--- src/rtl/dlfloat16_addsub_arbiter_if.sv ---
// Bundle between NUM_REQ requesters, one shared dlfloat16 add/sub unit and the arbiter.
// The arbiter takes the slave side. The requesters and the unit take the master side.
interface dlfloat16_addsub_arbiter_if #(
    parameter int NUM_REQ = 4
);
    logic                    en;
    logic [NUM_REQ-1:0]      req_valid;
    logic [16*NUM_REQ-1:0]   req_a;
    logic [16*NUM_REQ-1:0]   req_b;
    logic [NUM_REQ-1:0]      req_op;
    logic [NUM_REQ-1:0]      req_ready;
    logic [15:0]             au_a;
    logic [15:0]             au_b;
    logic                    au_op;
    logic [19:0]             au_c;
    logic [4:0]              au_exc;
    logic [NUM_REQ-1:0]      rsp_valid;
    logic [20*NUM_REQ-1:0]   rsp_c;
    logic [5*NUM_REQ-1:0]    rsp_exc;
    logic [NUM_REQ-1:0]      rsp_ready;
    logic [4:0]              exc_sticky;
    logic                    exc_clr;
    logic                    busy;

    modport master (
        output en, req_valid, req_a, req_b, req_op, au_c, au_exc, rsp_ready, exc_clr,
        input  req_ready, au_a, au_b, au_op, rsp_valid, rsp_c, rsp_exc, exc_sticky, busy
    );

    modport slave (
        input  en, req_valid, req_a, req_b, req_op, au_c, au_exc, rsp_ready, exc_clr,
        output req_ready, au_a, au_b, au_op, rsp_valid, rsp_c, rsp_exc, exc_sticky, busy
    );
endinterface

--- src/rtl/dlfloat16_addsub_arbiter.sv ---
// Round-robin sharing of one dlfloat16 add/sub unit among NUM_REQ requesters.
// Pipeline: ISS (operands) -> unit register -> WB -> per-requester result slot.
module dlfloat16_addsub_arbiter #(
    parameter int NUM_REQ = 4,
    parameter int ID_W    = 2
) (
    input  logic                     clk,
    input  logic                     rst_n,
    dlfloat16_addsub_arbiter_if.slave bus
);

    logic [ID_W-1:0]    rr_ptr_q, rr_ptr_d;
    logic               iss_vld_q;
    logic [ID_W-1:0]    iss_id_q, iss_id_d;
    logic               wb_vld_q;
    logic [ID_W-1:0]    wb_id_q;
    logic [15:0]        au_a_q, au_a_d;
    logic [15:0]        au_b_q, au_b_d;
    logic               au_op_q, au_op_d;
    logic [4:0]         exc_sticky_q, exc_sticky_d;

    logic               rsp_valid_q [NUM_REQ];
    logic [19:0]        rsp_c_q     [NUM_REQ];
    logic [4:0]         rsp_exc_q   [NUM_REQ];
    logic [NUM_REQ-1:0] rsp_valid_w;

    logic [NUM_REQ-1:0] eligible;
    logic [NUM_REQ-1:0] grant;
    logic               grant_found;
    logic [ID_W-1:0]    grant_id;
    logic [ID_W-1:0]    cand_id;
    logic               transfer;

    genvar gi;
    generate
        for (gi = 0; gi < NUM_REQ; gi++) begin : g_req
            // One outstanding op per requester: blocked while in ISS, WB or holding a result.
            assign eligible[gi] = bus.req_valid[gi]
                                & ~rsp_valid_q[gi]
                                & ~(iss_vld_q && (iss_id_q == ID_W'(gi)))
                                & ~(wb_vld_q  && (wb_id_q  == ID_W'(gi)));
            assign grant[gi]    = transfer && (grant_id == ID_W'(gi));

            assign rsp_valid_w[gi]          = rsp_valid_q[gi];
            assign bus.rsp_c[20*gi +: 20]   = rsp_c_q[gi];
            assign bus.rsp_exc[5*gi +: 5]   = rsp_exc_q[gi];

            always_ff @(posedge clk or negedge rst_n) begin
                if (!rst_n) begin
                    rsp_valid_q[gi] <= 1'b0;
                    rsp_c_q[gi]     <= '0;
                    rsp_exc_q[gi]   <= '0;
                end else if (wb_vld_q && (wb_id_q == ID_W'(gi))) begin
                    rsp_valid_q[gi] <= 1'b1;
                    rsp_c_q[gi]     <= bus.au_c;
                    rsp_exc_q[gi]   <= bus.au_exc;
                end else if (rsp_valid_q[gi] && bus.rsp_ready[gi]) begin
                    rsp_valid_q[gi] <= 1'b0;
                    rsp_c_q[gi]     <= '0;
                    rsp_exc_q[gi]   <= '0;
                end
            end
        end
    endgenerate

    // Search starts just after the last winner so every requester gets a turn.
    always_comb begin
        grant_found = 1'b0;
        grant_id    = '0;
        cand_id     = '0;
        for (int k = 1; k <= NUM_REQ; k++) begin
            cand_id = ID_W'((int'(rr_ptr_q) + k) % NUM_REQ);
            if (!grant_found && eligible[cand_id]) begin
                grant_found = 1'b1;
                grant_id    = cand_id;
            end
        end
    end

    assign transfer = rst_n & bus.en & grant_found;

    always_comb begin
        rr_ptr_d = rr_ptr_q;
        iss_id_d = iss_id_q;
        au_a_d   = au_a_q;
        au_b_d   = au_b_q;
        au_op_d  = au_op_q;
        if (transfer) begin
            rr_ptr_d = grant_id;
            iss_id_d = grant_id;
            au_a_d   = bus.req_a[16*grant_id +: 16];
            au_b_d   = bus.req_b[16*grant_id +: 16];
            au_op_d  = bus.req_op[grant_id];
        end
    end

    // A clear and a new flag in the same cycle leaves only the new flag.
    assign exc_sticky_d = (bus.exc_clr ? 5'b0 : exc_sticky_q)
                        | (wb_vld_q ? bus.au_exc : 5'b0);

    always_ff @(posedge clk or negedge rst_n) begin
        if (!rst_n) begin
            rr_ptr_q     <= ID_W'(NUM_REQ - 1);
            iss_vld_q    <= 1'b0;
            iss_id_q     <= '0;
            wb_vld_q     <= 1'b0;
            wb_id_q      <= '0;
            au_a_q       <= '0;
            au_b_q       <= '0;
            au_op_q      <= 1'b0;
            exc_sticky_q <= '0;
        end else begin
            rr_ptr_q     <= rr_ptr_d;
            iss_vld_q    <= transfer;
            iss_id_q     <= iss_id_d;
            wb_vld_q     <= iss_vld_q;
            wb_id_q      <= iss_id_q;
            au_a_q       <= au_a_d;
            au_b_q       <= au_b_d;
            au_op_q      <= au_op_d;
            exc_sticky_q <= exc_sticky_d;
        end
    end

    assign bus.req_ready  = grant;
    assign bus.au_a       = au_a_q;
    assign bus.au_b       = au_b_q;
    assign bus.au_op      = au_op_q;
    assign bus.rsp_valid  = rsp_valid_w;
    assign bus.exc_sticky = exc_sticky_q;
    assign bus.busy       = iss_vld_q | wb_vld_q | (|rsp_valid_w);

endmodule

--- src/flat_wrapper.sv ---
// flat-port wrapper written by rule: the top's interface ports become plain ports
module dlfloat16_addsub_arbiter_flat 
#(
    parameter int NUM_REQ = 4,
    parameter int ID_W    = 2
)
  (clk, rst_n, bus_en, bus_req_valid, bus_req_a, bus_req_b, bus_req_op, bus_au_c, bus_au_exc, bus_rsp_ready, bus_exc_clr, bus_req_ready, bus_au_a, bus_au_b, bus_au_op, bus_rsp_valid, bus_rsp_c, bus_rsp_exc, bus_exc_sticky, bus_busy);
  dlfloat16_addsub_arbiter_if #(.NUM_REQ(NUM_REQ)) bus_i ();
  input  logic clk;
  input  logic rst_n;
  input wire logic [$bits(bus_i.en)-1:0] bus_en;
  input wire logic [$bits(bus_i.req_valid)-1:0] bus_req_valid;
  input wire logic [$bits(bus_i.req_a)-1:0] bus_req_a;
  input wire logic [$bits(bus_i.req_b)-1:0] bus_req_b;
  input wire logic [$bits(bus_i.req_op)-1:0] bus_req_op;
  input wire logic [$bits(bus_i.au_c)-1:0] bus_au_c;
  input wire logic [$bits(bus_i.au_exc)-1:0] bus_au_exc;
  input wire logic [$bits(bus_i.rsp_ready)-1:0] bus_rsp_ready;
  input wire logic [$bits(bus_i.exc_clr)-1:0] bus_exc_clr;
  output wire logic [$bits(bus_i.req_ready)-1:0] bus_req_ready;
  output wire logic [$bits(bus_i.au_a)-1:0] bus_au_a;
  output wire logic [$bits(bus_i.au_b)-1:0] bus_au_b;
  output wire logic [$bits(bus_i.au_op)-1:0] bus_au_op;
  output wire logic [$bits(bus_i.rsp_valid)-1:0] bus_rsp_valid;
  output wire logic [$bits(bus_i.rsp_c)-1:0] bus_rsp_c;
  output wire logic [$bits(bus_i.rsp_exc)-1:0] bus_rsp_exc;
  output wire logic [$bits(bus_i.exc_sticky)-1:0] bus_exc_sticky;
  output wire logic [$bits(bus_i.busy)-1:0] bus_busy;
  assign bus_i.en = bus_en;
  assign bus_i.req_valid = bus_req_valid;
  assign bus_i.req_a = bus_req_a;
  assign bus_i.req_b = bus_req_b;
  assign bus_i.req_op = bus_req_op;
  assign bus_i.au_c = bus_au_c;
  assign bus_i.au_exc = bus_au_exc;
  assign bus_i.rsp_ready = bus_rsp_ready;
  assign bus_i.exc_clr = bus_exc_clr;
  assign bus_req_ready = bus_i.req_ready;
  assign bus_au_a = bus_i.au_a;
  assign bus_au_b = bus_i.au_b;
  assign bus_au_op = bus_i.au_op;
  assign bus_rsp_valid = bus_i.rsp_valid;
  assign bus_rsp_c = bus_i.rsp_c;
  assign bus_rsp_exc = bus_i.rsp_exc;
  assign bus_exc_sticky = bus_i.exc_sticky;
  assign bus_busy = bus_i.busy;
  dlfloat16_addsub_arbiter #(.NUM_REQ(NUM_REQ), .ID_W(ID_W)) u_core (.clk(clk), .rst_n(rst_n), .bus(bus_i));
endmodule
--- config.mk ---
export PLATFORM = sky130hd
export DESIGN_NAME = dlfloat16_addsub_arbiter_flat
export DESIGN_NICKNAME = d
export VERILOG_FILES = /design/src/rtl/dlfloat16_addsub_arbiter_if.sv /design/src/rtl/dlfloat16_addsub_arbiter.sv /design/src/flat_wrapper.sv
export SDC_FILE = /design/constraint.sdc
export NUM_CORES = 1
export LEC_CHECK = 0
export CORE_UTILIZATION = 44
export DETAILED_ROUTE_END_ITERATION = 12
export PLACE_DENSITY = 0.87
export SLEW_MARGIN = 20
export SYNTH_ARGS = -nofsm -noshare
export SYNTH_HDL_FRONTEND = slang
export SYNTH_SLANG_ARGS = --single-unit
--- constraint.sdc ---
create_clock -name clk -period 7.5 [get_ports clk]
set_clock_uncertainty 0.05 [all_clocks]
set_input_delay 1.875 -clock clk [delete_from_list [all_inputs] [get_ports clk]]
set_output_delay 1.875 -clock clk [all_outputs]
set_load 0.03 [all_outputs]
=== After elaboration in Yosys (flattened, before gate mapping) ===
Cells that the tools add are included.

* Word-level logic and storage cells: 144
* Register bits after elaboration: 150

* Shift-type cells: 2
* Magnitude comparators: 5
* Add/subtract/negate cells: 4
* Eq/ne operators: 9
* Multiplexer cells: 44
* Reductions and logical operators: 30
* Bitwise operators: 29

{| class="wikitable"
|+ Operators with widths
! operator !! number
|-
| $mux 20 || 8
|-
| $shiftx 64x7->16 || 2
|-
| $mux 5 || 10
|-
| $logic_and 1x1->1 || 19
|-
| $mux 1 || 17
|-
| $lt 2x3->1 const B || 5
|-
| $and 1x1->1 || 14
|-
| $eq 2x2->1 const B || 6
|-
| $not 1->1 || 12
|-
| $bmux 1 s2 || 5
|-
| $mux 2 || 4
|-
| $reduce_bool 2->1 || 4
|-
| $eq 2x1->1 const B || 3
|-
| $logic_not 2->1 || 3
|-
| $or 5x5->5 || 1
|-
| $add 2x1->2 const B || 2
|-
| $add 2x2->2 const B || 2
|-
| $reduce_or 4->1 || 1
|-
| $logic_not 1->1 || 3
|-
| $or 1x1->1 || 2
|}

=== Longest topological paths before layout ===
* Depth in word-level cells: 19
* Depth in mapped cells: 11
* Depth with buffers taken out: 8

=== Least setup slack after synthesis ===
OpenSTA, ideal clock, no wires.

* Kind: in2out
* Start point: input bus_req_valid[2]
* End point: output bus_req_ready[2]
* Stages: 9
* Data required time: 5575 ps
* Slack: 1783 ps
* Arrival time: 3792 ps
* Path through: or3b_2 > o32ai_1 > o21a_1 > or2_2 > o211ai_2 > or2_1 > buf_2 > buf_2 > nor2_1

* Cells in the longest elaborated chain, start to end: 17
* Elaborated cells on any way between the ends: 28
* Those cells by class: 1 x eq/ne; 16 x mux; 4 x bitwise; 7 x reduce/logical

{| class="wikitable"
|+ Ends and longest elaborated chain
! what !! line !! text
|-
| start: declaration || flat_wrapper.sv:12 || <nowiki>input wire logic [$bits(bus_i.req_valid)-1:0] bus_req_valid;</nowiki>
|-
| $and 1x1->1 (*) || dlfloat16_addsub_arbiter.sv:39 || <nowiki>& ~rsp_valid_q[gi]</nowiki>
|-
| $and 1x1->1 (*) || dlfloat16_addsub_arbiter.sv:40 || <nowiki>& ~(iss_vld_q && (iss_id_q == ID_W'(gi)))</nowiki>
|-
| $and 1x1->1 (*) || dlfloat16_addsub_arbiter.sv:41 || <nowiki>& ~(wb_vld_q && (wb_id_q == ID_W'(gi)));</nowiki>
|-
| $bmux 1 s2 || dlfloat16_addsub_arbiter.sv:73 || <nowiki>if (!grant_found && eligible[cand_id]) begin</nowiki>
|-
| $mux 1 (implied by the code) || dlfloat16_addsub_arbiter.sv:73 ||
|-
| $mux 1 || dlfloat16_addsub_arbiter.sv:73 ||
|-
| $logic_not 1->1 || dlfloat16_addsub_arbiter.sv:73 ||
|-
| $logic_and 1x1->1 || dlfloat16_addsub_arbiter.sv:73 ||
|-
| $mux 1 || dlfloat16_addsub_arbiter.sv:73 ||
|-
| $logic_not 1->1 || dlfloat16_addsub_arbiter.sv:73 ||
|-
| $logic_and 1x1->1 || dlfloat16_addsub_arbiter.sv:73 ||
|-
| $mux 1 || dlfloat16_addsub_arbiter.sv:73 ||
|-
| $logic_not 1->1 || dlfloat16_addsub_arbiter.sv:73 ||
|-
| $logic_and 1x1->1 || dlfloat16_addsub_arbiter.sv:73 ||
|-
| $mux 2 / $mux 1 (equally long branches) || dlfloat16_addsub_arbiter.sv:73 ||
|-
| $eq 2x2->1 / $and 1x1->1 (equally long branches) || dlfloat16_addsub_arbiter.sv:42, dlfloat16_addsub_arbiter.sv:80 ||
|-
| $logic_and 1x1->1 (*) || dlfloat16_addsub_arbiter.sv:42 || <nowiki>assign grant[gi] = transfer && (grant_id == ID_W'(gi));</nowiki>
|-
| end: declaration || flat_wrapper.sv:20 || <nowiki>output wire logic [$bits(bus_i.req_ready)-1:0] bus_req_ready;</nowiki>
|}

Every way passes the cells marked *; elsewhere a longest branch is shown, timed or not. The select of a mux whose other input is x is not followed.

=== Worst setup path in the final report ===
Ends and elaborated chain as after synthesis.

==> flow_summary.ini <==
[outcome]
status = complete, no violations

[clock_tree]
postCtsSetupBuffers = 0
worst_skew_pair.late_latency_ns = 0.41
path_clk_slew_ns = 0.06
holdBufCountCts = 0
root_buffer = clkbuf_16
cts_sinks = 150
ctsResizeCount = 0
numCtsBuffers = 17
clockBufferDepth = 2
tritoncts = done
h-tree-depth = 4

[layout]
final_cell_mix = clkdlybuf4s50_1, dfrtp_1, a22o_1, mux2i_1, nand2_1
drive_gt1_share_pct = 6.563
mostFrequentLayoutCell = clkdlybuf4s50_1
syn_to_final_growth_pct = 60.02
final_nets = 994
antenna_cells = 0
utilization_pct = 73.32

[pwr]
powerDensity_nw_per_um2 = 471.3
leakage_nw = 4.673
ir_drop_uv = 361.6

[timing]
post-route-min-period_ns = 6.710
setup_violations = 0
drv_slew = 0
fmax_mhz = 149.0
hold_viol_final = 0
finalSetupTns_ns = 0
worst_pin_slew_ns = 1.030
slew_headroom_pct = 31.33
rsz0062_at_grt = false
fin_crit_sh_pct = 89.46

[worst_setup_path]
cp-start-kind = primary input
worst-path-max-fanout = 37
cp-end-kind = output pin
cp.required_ns = 5.58
path_class = primary input to output pin
cp.arrival_ns = 4.78

[job]
max_cap_violations = 0

[global_routing]
grt_pass1_wl_um = 33110
gr-usage-all-layers_pct = 28.84
grt_pass1_vias = 6141
grt-ovfl-total = 0
antenna_found_initial = 0
grt_max_degree = 80

[yosys]
yosysTopAreaCell = dfrtp_1
synth_cell_types = 43
yosys.area.top_type_share_pct = 57.34
synth_area_um2 = 6459
synth_nets = 687
synth_area_leaders = dfrtp_1, a22o_1, mux2i_1
syn_area_per_cell_um2 = 12.47
synth-seq-cells = 150
yosysWarningCount = 0
synth_cells = 518
seq_area_frac_synth_pct = 58.16

[place]
io_buffers = 315
hpwl_um = 15230
gp_congestion = 0.9304

[floorplan]
die_area_um2 = 15170
design.portCount = 316
start_util_pct = 45.82
die_width_um = 123.2
rows = 43
core_um2 = 14100
die_y_um = 123.2

[routing]
viasPerCell = 5.853
wl_per_cell_um = 21.21
drc = 0
ant_nets = 0
routed_wl_um = 21590
first_pass_iters = 6
drt_iter0_drc = 517
via_count = 5958

[min_path]
min_path_type = register to register
[per-layer routing]
metal / vias up / share of wire [%] / track usage [%]
met5: - / 0 / 0
met4: 0 / 2.6 / 11.14
met3: 48 / 8.4 / 8.026
met2: 364 / 52 / 50.24
met1: 2958 / 37 / 33.57
li1: 2588 / - / -
[registers in the layout, summed over array words and instances, names as in the netlist]
name	cells
u_core.bus.au_a	16
u_core.bus.au_b	16
u_core.bus.au_op	1
u_core.bus.exc_sticky	5
u_core.bus.rsp_c	80
u_core.bus.rsp_exc	20
u_core.bus.rsp_valid	4
u_core.iss_id_q	2
u_core.iss_vld_q	1
u_core.rr_ptr_q	2
u_core.wb_id_q	2
u_core.wb_vld_q	1
[final cells by class]
class	instances	area [um^2]
Multi-Input combinational cell	316	2486
Sequential cell	150	3756
Clock inverter	10	96.34
Timing Repair Buffer	328	3252
Inverter	12	45.04
Fill cell	936	3761
Tap cell	180	225.2
Clock buffer	22	474.2
[Yosys cell counts (all sizes together)]
cell	count
a211oi	2
a21o	3
a21oi	5
a22o	100
a31oi	1
a32o	1
a32oi	1
and3	2
and3b	2
buf	23
clkbuf	17
dfrtp	148
dfstp	2
inv	12
mux2i	66
nand2	49
nand2b	3
nand3b	3
nand4	1
nor2	11
nor2b	3
nor3b	2
nor4	1
o2111ai	1
o211ai	1
o21a	1
o21ai	11
o221ai	33
o22ai	1
o311ai	1
o32a	2
o32ai	3
or2	2
or3b	2
xnor2	1
xor2	1
[through the flow]
stage	cells	setup slack [ns]	hold WS [ns]	area (um^2)	power, mW
after CTS	1018	0.8366	0.4163	10330	4.881
final	1018	0.7903	0.4147	10330	4.871
after floorplan	518	1.783	0.3739	6459	2.997
after global placement	986	0.9095	0.4044	9764	3.976
after global routing	1018	0.6427	0.4371	10330	5.098
after detailed placement	986	0.8432	0.4052	9764	4.045
[path summary, 6_finish.rpt]
check / start / end / slack [ns] / cells past startpoint
worst min register to register: u_core.iss_id_q[0] / u_core.wb_id_q[0] / 0.41 / 0
min in group asynchronous: rst_n / u_core.bus.au_b[13] / 1.45 / 1
worst max register to register: u_core.wb_vld_q / u_core.bus.au_a[8] / 3.92 / 9
max in group asynchronous: rst_n / u_core.bus.rsp_exc[8] / 4.55 / 2
worst max-delay path: bus_req_valid[2] / bus_req_ready[2] / 0.79 / 10
worst min-delay path: u_core.iss_id_q[0] / u_core.wb_id_q[0] / 0.41 / 0
[power breakdown]
part	total (mW)	leakage [nW]	switching (mW)	internal [mW]
sequential	1.41	1.93	0.258	1.16
clock	0.812	0.281	0.327	0.485
combinational	2.65	2.46	1.47	1.17
[cells by family after synthesis]
family | Yosys count | share of synthesized area, %
buffers and inverters | 52 | 3.700
AND/OR/NAND/NOR | 81 | 5.948
multiplexers | 66 | 10.23
XOR/XNOR | 2 | 0.2713
AO/OA/AOI/OAI | 167 | 21.70
flip-flops | 150 | 58.16
[critical path, cell delays in order]
cell	delay, ns
clkdlybuf4s50_1	0.49
or3b_2	0.45
o32ai_1	0.21
o21a_1	0.21
or2_2	0.13
o211ai_2	0.09
or2_1	0.26
buf_4	0.25
nor2_1	0.14
clkdlybuf4s50_1	0.68
(Power assumes the default switching activity.)
